[src/rtl/awgn_ctrl_pkg.sv]
// Shared types and helpers for the AWGN stream controller.
// Latency: n/a (declarations only).
// Backpressure: n/a (declarations only).
package awgn_ctrl_pkg;

    localparam int SEED_W       = 192;  // six 32-bit Tausworthe seeds {s1..s6}
    localparam int PIPE_LAT_DEF = 8;    // datapath warm-up, enabled cycles
    localparam int SAT_W        = 48;   // working width for the saturation helper

    typedef enum logic [2:0] {
        IDLE,
        LOAD,
        WARM,
        RUN,
        DONE
    } state_t;

    // Clamp a signed value to the range of a w-bit two's complement number.
    function automatic logic signed [SAT_W-1:0] sat_signed(
        input logic signed [SAT_W-1:0] v,
        input int                      w
    );
        logic signed [SAT_W-1:0] hi;
        logic signed [SAT_W-1:0] lo;
        hi = $signed((SAT_W'(1) << (w - 1)) - SAT_W'(1));
        lo = ~hi;
        if (v > hi) begin
            return hi;
        end
        if (v < lo) begin
            return lo;
        end
        return v;
    endfunction

endpackage

[src/rtl/awgn_sat_scale.sv]
// Scales one signed sample by an unsigned Q4.4 gain and saturates to SMP_W.
// Latency: 0 cycles (purely combinational).
// Backpressure: none; output follows input. Only built when AWGN_SAT_SCALE_EN is defined.
`ifdef AWGN_SAT_SCALE_EN
module awgn_sat_scale
    import awgn_ctrl_pkg::*;
#(
    parameter int SMP_W = 16
) (
    input  logic [SMP_W-1:0] x,
    input  logic [7:0]       gain,
    output logic [SMP_W-1:0] y
);

    localparam int PW = SMP_W + 9;

    logic signed [PW-1:0]    prod;
    logic signed [PW-1:0]    shifted;
    logic signed [SAT_W-1:0] wide;

    // Signed multiply by zero-extended gain, drop the 4 fraction bits, clamp.
    always_comb begin
        prod    = PW'($signed(x)) * PW'($signed({1'b0, gain}));
        shifted = prod >>> 4;
        wide    = sat_signed(SAT_W'(shifted), SMP_W);
        y       = wide[SMP_W-1:0];
    end

endmodule
`endif

[src/rtl/awgn_stream_ctrl.sv]
// Seeds and warms the Box-Muller datapath, then serialises x0/x1 pairs onto one valid/ready stream.
// Latency: 1 LOAD + PIPE_LAT WARM cycles to first sample, then 1 sample/cycle with m_ready high.
// Backpressure: gen_en is withheld while the pair buffer is occupied, so no pair is dropped; stalls hold m_data.
// Optional gain port and saturating scaler are enabled by the AWGN_SAT_SCALE_EN macro.
module awgn_stream_ctrl
    import awgn_ctrl_pkg::*;
#(
    parameter int PIPE_LAT = PIPE_LAT_DEF,
    parameter int CNT_W    = 16,
    parameter int SMP_W    = 16
) (
    input  logic              clk,
    input  logic              reset,
`ifdef AWGN_SAT_SCALE_EN
    input  logic [7:0]        gain,
`endif
    input  logic              start,
    input  logic [CNT_W-1:0]  num_samples,
    input  logic [SEED_W-1:0] seed_in,
    output logic [SEED_W-1:0] gen_seed,
    output logic              gen_load,
    output logic              gen_en,
    input  logic [SMP_W-1:0]  gen_x0,
    input  logic [SMP_W-1:0]  gen_x1,
    output logic [SMP_W-1:0]  m_data,
    output logic              m_valid,
    input  logic              m_ready,
    output logic              busy,
    output logic              done
);

    localparam int WARM_W = $clog2(PIPE_LAT + 1);

    state_t             state;
    logic [SEED_W-1:0]  seed_q;
    logic [CNT_W-1:0]   samples_left;
    logic [CNT_W-1:0]   pairs_left;
    logic [WARM_W-1:0]  warm_cnt;
    logic [SMP_W-1:0]   pb_x0;
    logic [SMP_W-1:0]   pb_x1;
    logic               pb_vld;
    logic               sel;
    logic [SMP_W-1:0]   cap_x0;
    logic [SMP_W-1:0]   cap_x1;
    logic               fire;

`ifdef AWGN_SAT_SCALE_EN
    awgn_sat_scale #(.SMP_W(SMP_W)) u_scale_x0 (
        .x    (gen_x0),
        .gain (gain),
        .y    (cap_x0)
    );

    awgn_sat_scale #(.SMP_W(SMP_W)) u_scale_x1 (
        .x    (gen_x1),
        .gain (gain),
        .y    (cap_x1)
    );
`else
    assign cap_x0 = gen_x0;
    assign cap_x1 = gen_x1;
`endif

    assign fire     = pb_vld & m_ready;
    assign m_valid  = pb_vld;
    assign m_data   = sel ? pb_x1 : pb_x0;
    assign gen_seed = seed_q;
    assign gen_load = (state == LOAD);
    assign busy     = (state != IDLE);
    assign done     = (state == DONE);

    // Advance the datapath during warm-up, and in RUN only when the pair buffer
    // is empty or its last sample leaves this cycle, so a new pair always has a home.
    always_comb begin
        gen_en = 1'b0;
        case (state)
            WARM:    gen_en = 1'b1;
            RUN:     gen_en = (pairs_left != '0) & (!pb_vld | (fire & sel));
            default: gen_en = 1'b0;
        endcase
    end

    // Run sequencing, pair buffer and sample/pair accounting.
    always_ff @(posedge clk) begin
        if (!reset) begin
            state        <= IDLE;
            seed_q       <= '0;
            samples_left <= '0;
            pairs_left   <= '0;
            warm_cnt     <= '0;
            pb_x0        <= '0;
            pb_x1        <= '0;
            pb_vld       <= 1'b0;
            sel          <= 1'b0;
        end else begin
            case (state)
                IDLE: begin
                    if (start && (num_samples != '0)) begin
                        seed_q       <= seed_in;
                        samples_left <= num_samples;
                        // ceil(n/2) without a wider adder: n>>1 plus the odd bit never wraps.
                        pairs_left   <= (num_samples >> 1) + CNT_W'(num_samples[0]);
                        state        <= LOAD;
                    end
                end
                LOAD: begin
                    warm_cnt <= '0;
                    state    <= WARM;
                end
                WARM: begin
                    warm_cnt <= warm_cnt + WARM_W'(1);
                    if (warm_cnt == WARM_W'(PIPE_LAT - 1)) begin
                        state <= RUN;
                    end
                end
                RUN: begin
                    if (gen_en) begin
                        pb_x0      <= cap_x0;
                        pb_x1      <= cap_x1;
                        pb_vld     <= 1'b1;
                        sel        <= 1'b0;
                        pairs_left <= pairs_left - CNT_W'(1);
                    end else if (fire) begin
                        if (!sel) begin
                            sel <= 1'b1;
                        end else begin
                            pb_vld <= 1'b0;
                        end
                    end
                    if (fire) begin
                        samples_left <= samples_left - CNT_W'(1);
                        // Last sample: an odd count leaves x1 unsent; drop it here.
                        if (samples_left == CNT_W'(1)) begin
                            pb_vld <= 1'b0;
                            sel    <= 1'b0;
                            state  <= DONE;
                        end
                    end
                end
                DONE: begin
                    state <= IDLE;
                end
                default: begin
                    state <= IDLE;
                end
            endcase
        end
    end

endmodule
[config.mk]
export PLATFORM = sky130hd
export DESIGN_NAME = awgn_stream_ctrl
export DESIGN_NICKNAME = d
export VERILOG_FILES = /design/src/rtl/awgn_ctrl_pkg.sv /design/src/rtl/awgn_sat_scale.sv /design/src/rtl/awgn_stream_ctrl.sv
export SDC_FILE = /design/constraint.sdc
export NUM_CORES = 1
export LEC_CHECK = 0
export CORE_AREA = 8 8 172 174
export CTS_BUF_LIST = sky130_fd_sc_hd__clkbuf_16
export CTS_CLUSTER_SIZE = 24
export DETAILED_ROUTE_END_ITERATION = 6
export DIE_AREA = 0 0 180 182
export GPL_TIMING_DRIVEN = 0
export PLACE_DENSITY = 0.76
export REMOVE_ABC_BUFFERS = 1
export SLEW_MARGIN = 20
export SYNTH_ARGS = -nofsm -noshare
export SYNTH_HDL_FRONTEND = slang
export SYNTH_SLANG_ARGS = --single-unit
[constraint.sdc]
create_clock -name clk -period 6 [get_ports clk]
set_input_delay 0.9 -clock clk [delete_from_list [all_inputs] [get_ports clk]]
set_output_delay 0.9 -clock clk [all_outputs]
set_load 0.1 [all_outputs]
==> results.json, run 1 <==
{
  "post_cts_buffers": 0,
  "synth_cell_type_count": 53,
  "ys_seq_elements": 265,
  "h-tree-depth": 1,
  "row_count": 60,
  "grt_pass1_vias": 10700,
  "clock_path_buffers": 3,
  "outcome": "finished clean",
  "hold_depth": 2,
  "drc": 0,
  "hp-class": "reg -> reg",
  "setup_slack_ns": 0.939,
  "grt_pass1_wl_mm": 61.2,
  "gr-total-overflow": 0,
  "startpoint_type": "flip-flop",
  "drive_above_1_share": 0.0475,
  "yosysMostFrequentCell": "nand2_1",
  "globalplace.congestion": 0.847,
  "slew_headroom": 0.236,
  "fin_crit_ns": 5.06,
  "cts_hold_buf": 0,
  "pin_count": 457,
  "firstDrtPassIters": 5,
  "clock_latency_ns": 0.55,
  "final_hold_viol_count": 0,
  "start_util": 0.403,
  "worstReg2RegEnd": "pairs_left[3]",
  "port_buffers": 456,
  "cts.repair.resized": 0,
  "ys_seq_area_frac": 0.494,
  "r2r_slack_ns": 2.90,
  "finalHoldWorstSlack_ns": 0.451,
  "timing.rr.start": "state[1]",
  "cts_buffers": 29,
  "cts_root_buffer": "clkbuf_16",
  "power_density_nw_per_um2": 318,
  "via_per_inst": 5.23,
  "grt_busiest_layer": "met2",
  "peakVddDrop_mv": 0.233,
  "dieArea_um2": 32800,
  "path_max_fanout": 20,
  "setup_viol": 0,
  "preCtsSetupSlack_ns": 1.51,
  "synth_compound_area_frac": 0.183,
  "synthMuxAreaShare": 0.0177,
  "antenna_found_initial": 2,
  "area_growth_pct": 53.6,
  "ys_warn_count": 0,
  "avgSynthCellArea_um2": 7.67,
  "synth_area_leaders": "dfxtp_1 (49%), nand2_1 (17%), a21oi_1 (13%), buf_2 (2.1%), clkbuf_1 (1.9%)",
  "drtIter0Drc": 842,
  "rsz0062_at_grt": "no",
  "use_met2": 0.397,
  "ys.flop_type": "dfxtp_1",
  "die_h_um": 182,
  "fin_util": 0.619,
  "num_vias": 11300,
  "die_w_um": 180,
  "nNetsFinal": 2046,
  "worst-setup-path-type": "reg -> out",
  "synth_commonest_cells": "nand2_1 (493), a21oi_1 (271), dfxtp_1 (265), clkbuf_1 (53), buf_2 (45)",
  "synth_edf_count": 0,
  "met1_usage": 0.257,
  "stdcell_count": 2155,
  "grt_max_degree": 96,
  "syn_area_um2": 10700,
  "route.detailed.wl_per_inst_um": 18.8,
  "hpwl_mm": 29.5,
  "synth_top_family_by_area": "simple AND/OR/NAND/NOR gates",
  "synth_xor_area_frac": 0.0106,
  "arrival_ns": 4.16,
  "synth_top_area_frac": 0.494,
  "cp-end-kind": "output pin",
  "worst_pin_slew_ns": 1.14,
  "ff2ff_path_depth": 6,
  "layout_worst_path_cycle_share": 0.843,
  "synthCells": 1399,
  "fillers": 2268,
  "min_from": "gen_seed[66]",
  "finalWirelength_mm": 40.5,
  "dp.cells": 2104,
  "cts_tree": "yes",
  "yosys.area_share.simple": 0.238,
  "drtAntennaViolNets": 0,
  "core_area_um2": 26700,
  "yosysTopAreaCell": "dfxtp_1",
  "async_flop_share": 0,
  "leakage_uw": 0.00600,
  "required_ns": 5.10,
  "tns_ns": 0,
  "fin_skew_ns": 0.0117,
  "synthAdderAreaFrac": 0.00932,
  "grt_use_met3": 0.0754,
  "grt_usage": 0.229,
  "clock_sinks": 265,
  "drv_slew": 0,
  "clk_pin_slew_worst_paths_ns": 0.06,
  "hold_end": "gen_seed[66]",
  "max_clock_freq_mhz": 198,
  "cap_violations": 0
}
-- where the power goes --
part           leakage [µW]  internal, µW  total, µW  switching [µW]
logic               0.00338           465       1610            1140
registers           0.00217          1880       1960            76.7
clock network      0.000456           955       1670             712
-- worst max-delay path by stage --
stage,startpoint,endpoint,slack [ns],cells after the start
after floorplan,num_samples[0],pairs_left[3],0.23,7
after global placement,num_samples[0],pairs_left[3],-3.40,8
after detailed placement,m_ready,gen_en,1.51,7
after CTS,state[1],gen_en,0.93,6
after global routing,state[1],gen_en,0.74,6
final,state[1],gen_en,0.94,6
-- cells by family (layout without fill, tap and decap cells) --
kind of cell	Yosys count	in the layout
simple gates	617	617
flops	265	265
xor+xnor	13	13
buf+inv	119	532
fa+ha+maj	8	8
compound gates	360	360
other cells	0	2
mux	17	17
-- registers in the layout, summed over array words and instances (netlist names) --
| name | count |
|---|---|
| gen_seed | 192 |
| pairs_left | 16 |
| pb_x0 | 16 |
| pb_x1 | 16 |
| samples_left | 16 |
| warm_cnt | 4 |
| state | 3 |
| m_valid | 1 |
| sel | 1 |
-- layout make-up --
class / count / area, µm² / area share
Antenna cell: 2 / 5.00 / 0.000304
Sequential cell: 265 / 5310 / 0.322
Inverter: 14 / 60.1 / 0.00364
Timing Repair Buffer: 469 / 4850 / 0.294
Clock inverter: 20 / 148 / 0.00896
Multi-Input combinational cell: 1015 / 4960 / 0.301
Tap cell: 341 / 427 / 0.0259
Clock buffer: 29 / 726 / 0.0440
-- worst max-delay path: stages (launching register included) --
cell             delay [ns]
dfxtp_1                0.70
nand3b_1               0.63
a21oi_1                0.60
o21a_2                 0.37
a21oi_1                0.09
inv_1                  0.09
clkdlybuf4s50_1        1.13
-- per-layer routing --
metal,wire [µm],share of wire,up-vias
li1,-,-,5480
met1,15600,0.39,5189
met2,19700,0.49,502
met3,3760,0.093,90
met4,1410,0.035,0
met5,0,0,-
-- through the flow --
stage	power, µW	instance area (µm²)
6_report	5240	16500
2_1_floorplan	3080	10300
3_3_place_gp	3600	15300
5_1_grt	5440	16500
4_1_cts	5280	16500
3_5_place_dp	3600	15600
-- cell usage in the layout (no fill, tap or decap), types with 5 or more instances in the layout --
cell | synthesis | routed
nor4_1 | 11 | 11
a21oi_1 | 271 | 271
ha_1 | 8 | 8
clkbuf_16 | 0 | 29
inv_1 | 13 | 20
buf_16 | 0 | 7
nand2_1 | 493 | 492
nor2_1 | 37 | 36
o21ai_0 | 32 | 32
dfxtp_1 | 265 | 265
o32ai_1 | 6 | 6
clkinv_2 | 0 | 5
nor3b_1 | 5 | 5
xnor2_1 | 7 | 7
nand4_1 | 8 | 8
clkdlybuf4s50_1 | 0 | 455
nor3_1 | 19 | 19
xor2_1 | 6 | 6
a21o_1 | 8 | 8
or4_1 | 5 | 5
o22ai_1 | 12 | 12
mux2_2 | 16 | 16
nand3_1 | 16 | 16
Power figures use the tool's default switching activity.
==> run 2, diff against run 1 <==
==> constraint.sdc (replaced) <==
create_clock -name clk -period 4.76 [get_ports clk]
set_input_delay 0.714 -clock clk [delete_from_list [all_inputs] [get_ports clk]]
set_output_delay 0.714 -clock clk [all_outputs]
set_load 0.1 [all_outputs]
==> run 2 against run 1 <==
Effect of this change: global-route usage stayed put; via count grew 0.16%; setup slack worse by 0.38 ns; register-to-register slack lost 1.3 ns; power is 26% higher; combinational power rose by 26%; sequential cell count unchanged; critical path type unchanged; highest routed layer unchanged.
==> results.json, run 2 (synthesis results as in run 1) <==
{
  "globalplace.congestion": 0.847,
  "rsz0062_at_grt": "no",
  "nNetsFinal": 2046,
  "drtAntennaViolNets": 0,
  "grt_pass1_wl_mm": 61.2,
  "layout_worst_path_cycle_share": 0.883,
  "cap_violations": 0,
  "h-tree-depth": 1,
  "slowest_delay_ns": 0.69,
  "pin_count": 457,
  "clock_path_buffers": 3,
  "final_common_cell": "nand2_1",
  "port_buffers": 456,
  "core_area_um2": 26700,
  "grt_pass1_vias": 10700,
  "die_w_um": 180,
  "firstDrtPassIters": 5,
  "die_h_um": 182,
  "outcome": "finished clean",
  "cpMaxStageDelayCell": "dfxtp_1",
  "multi_input_area_um2": 4960,
  "grt_max_degree": 96,
  "preCtsSetupSlack_ns": 0.477,
  "arrival_ns": 3.49,
  "cts_tree": "yes",
  "max_clock_freq_mhz": 238,
  "hpwl_mm": 29.5,
  "power_density_nw_per_um2": 401,
  "clock_sinks": 265,
  "num_vias": 11300,
  "drv_slew": 0,
  "antenna_found_initial": 2,
  "fin_crit_ns": 4.20,
  "path_max_fanout": 20,
  "crit_chain": "nand3b_1 > a21oi_1 > o21a_2 > a21oi_1 > inv_1 > clkbuf_2",
  "start_util": 0.403,
  "fillers": 2269,
  "finalWirelength_mm": 40.6,
  "worst_pin_slew_ns": 1.13,
  "post_cts_buffers": 0,
  "cpMostUsedCell": "a21oi_1",
  "leakage_uw": 0.00600,
  "final_cell_mix": "nand2_1 (492), clkdlybuf4s50_1 (454), a21oi_1 (271)",
  "dieArea_um2": 32800,
  "cts_root_buffer": "clkbuf_16",
  "worst-setup-path-type": "reg -> out",
  "setup_slack_ns": 0.558,
  "route.detailed.wl_per_inst_um": 18.8,
  "final_hold_viol_count": 0,
  "row_count": 60,
  "drtIter0Drc": 843,
  "grt_usage": 0.229,
  "seq_area_um2": 5310,
  "startpoint_type": "flip-flop",
  "area_growth_pct": 53.5,
  "largest_reg_flops": 192,
  "via_per_inst": 5.23,
  "drive_above_1_share": 0.0480,
  "hp-class": "reg -> reg",
  "gr-total-overflow": 0,
  "setup_viol": 0,
  "required_ns": 4.05,
  "clk_pin_slew_worst_paths_ns": 0.06,
  "fin_skew_ns": 0.0107,
  "hold_depth": 2,
  "slew_headroom": 0.241,
  "tns_ns": 0,
  "cts_buffers": 29,
  "clock_latency_ns": 0.55,
  "ff2ff_path_depth": 6,
  "cp-end-kind": "output pin",
  "drc": 0,
  "peakVddDrop_mv": 0.294
}
-- run 2: cell types whose count changed in the layout (fill, tap and decap cells not counted), sizes merged --
| cell | previous run | this run |
|---|---|---|
| clkdlybuf4s50 | 455 | 454 |
| clkbuf | 29 | 30 |
-- run 2: path summary, 6_finish.rpt --
kind                                   start             to  slack (ns)
worst max-delay path                state[1]         gen_en        0.56
worst min-delay path            gen_seed[66]   gen_seed[66]        0.45
worst max register to register      state[1]  pairs_left[3]        1.65
worst min register to register  gen_seed[66]   gen_seed[66]        0.45
-- run 2: metrics by stage --
step / utilization / hold WS (ns) / area, µm² / cells / power, µW
floorplan: - / 0.433 / 10300 / 1294 / 3890
global placement: 0.573 / 0.438 / 15300 / 2091 / 4540
detailed placement: 0.585 / 0.446 / 15600 / 2104 / 4540
CTS: 0.618 / 0.454 / 16500 / 2153 / 6660
global route: 0.618 / 0.465 / 16500 / 2155 / 6860
finish: 0.618 / 0.451 / 16500 / 2155 / 6600
-- run 2: routing by layer --
layer	global-route usage	routed length, µm	up-vias
met5	0	0	-
met4	0.0924	1400	0
met3	0.0754	3740	88
met2	0.397	19700	501
met1	0.257	15700	5210
li1	-	-	5480
-- run 2: timing repair --
action / CTS / global route
gates resized for setup: 1 / 2
hold buffers: 0 / 0
setup endpoints to repair: 1 / 1
-- run 2: final cells by class --
type | count | share of cell area
sequential | 265 | 0.322
multi-input combinational | 1015 | 0.301
timing repair buffer | 469 | 0.294
clock buffer | 29 | 0.0440
tap | 341 | 0.0259
clock inverter | 20 | 0.00896
inverter | 14 | 0.00364
antenna | 2 | 0.000304
-- run 2: worst max-delay path, delay by kind of cell (launching register included) --
family / cells / cell delay [ns]
buffers and inverters: 2 / 0.54
AO/OA/AOI/OAI: 3 / 1.08
flip-flops: 1 / 0.69
AND/OR/NAND/NOR: 1 / 0.63
-- run 2: power by group --
group	internal (µW)	total, µW	switching [µW]
clock network	1200	2100	899
logic	585	2030	1440
registers	2370	2470	97.0
total	4160	6600	2440
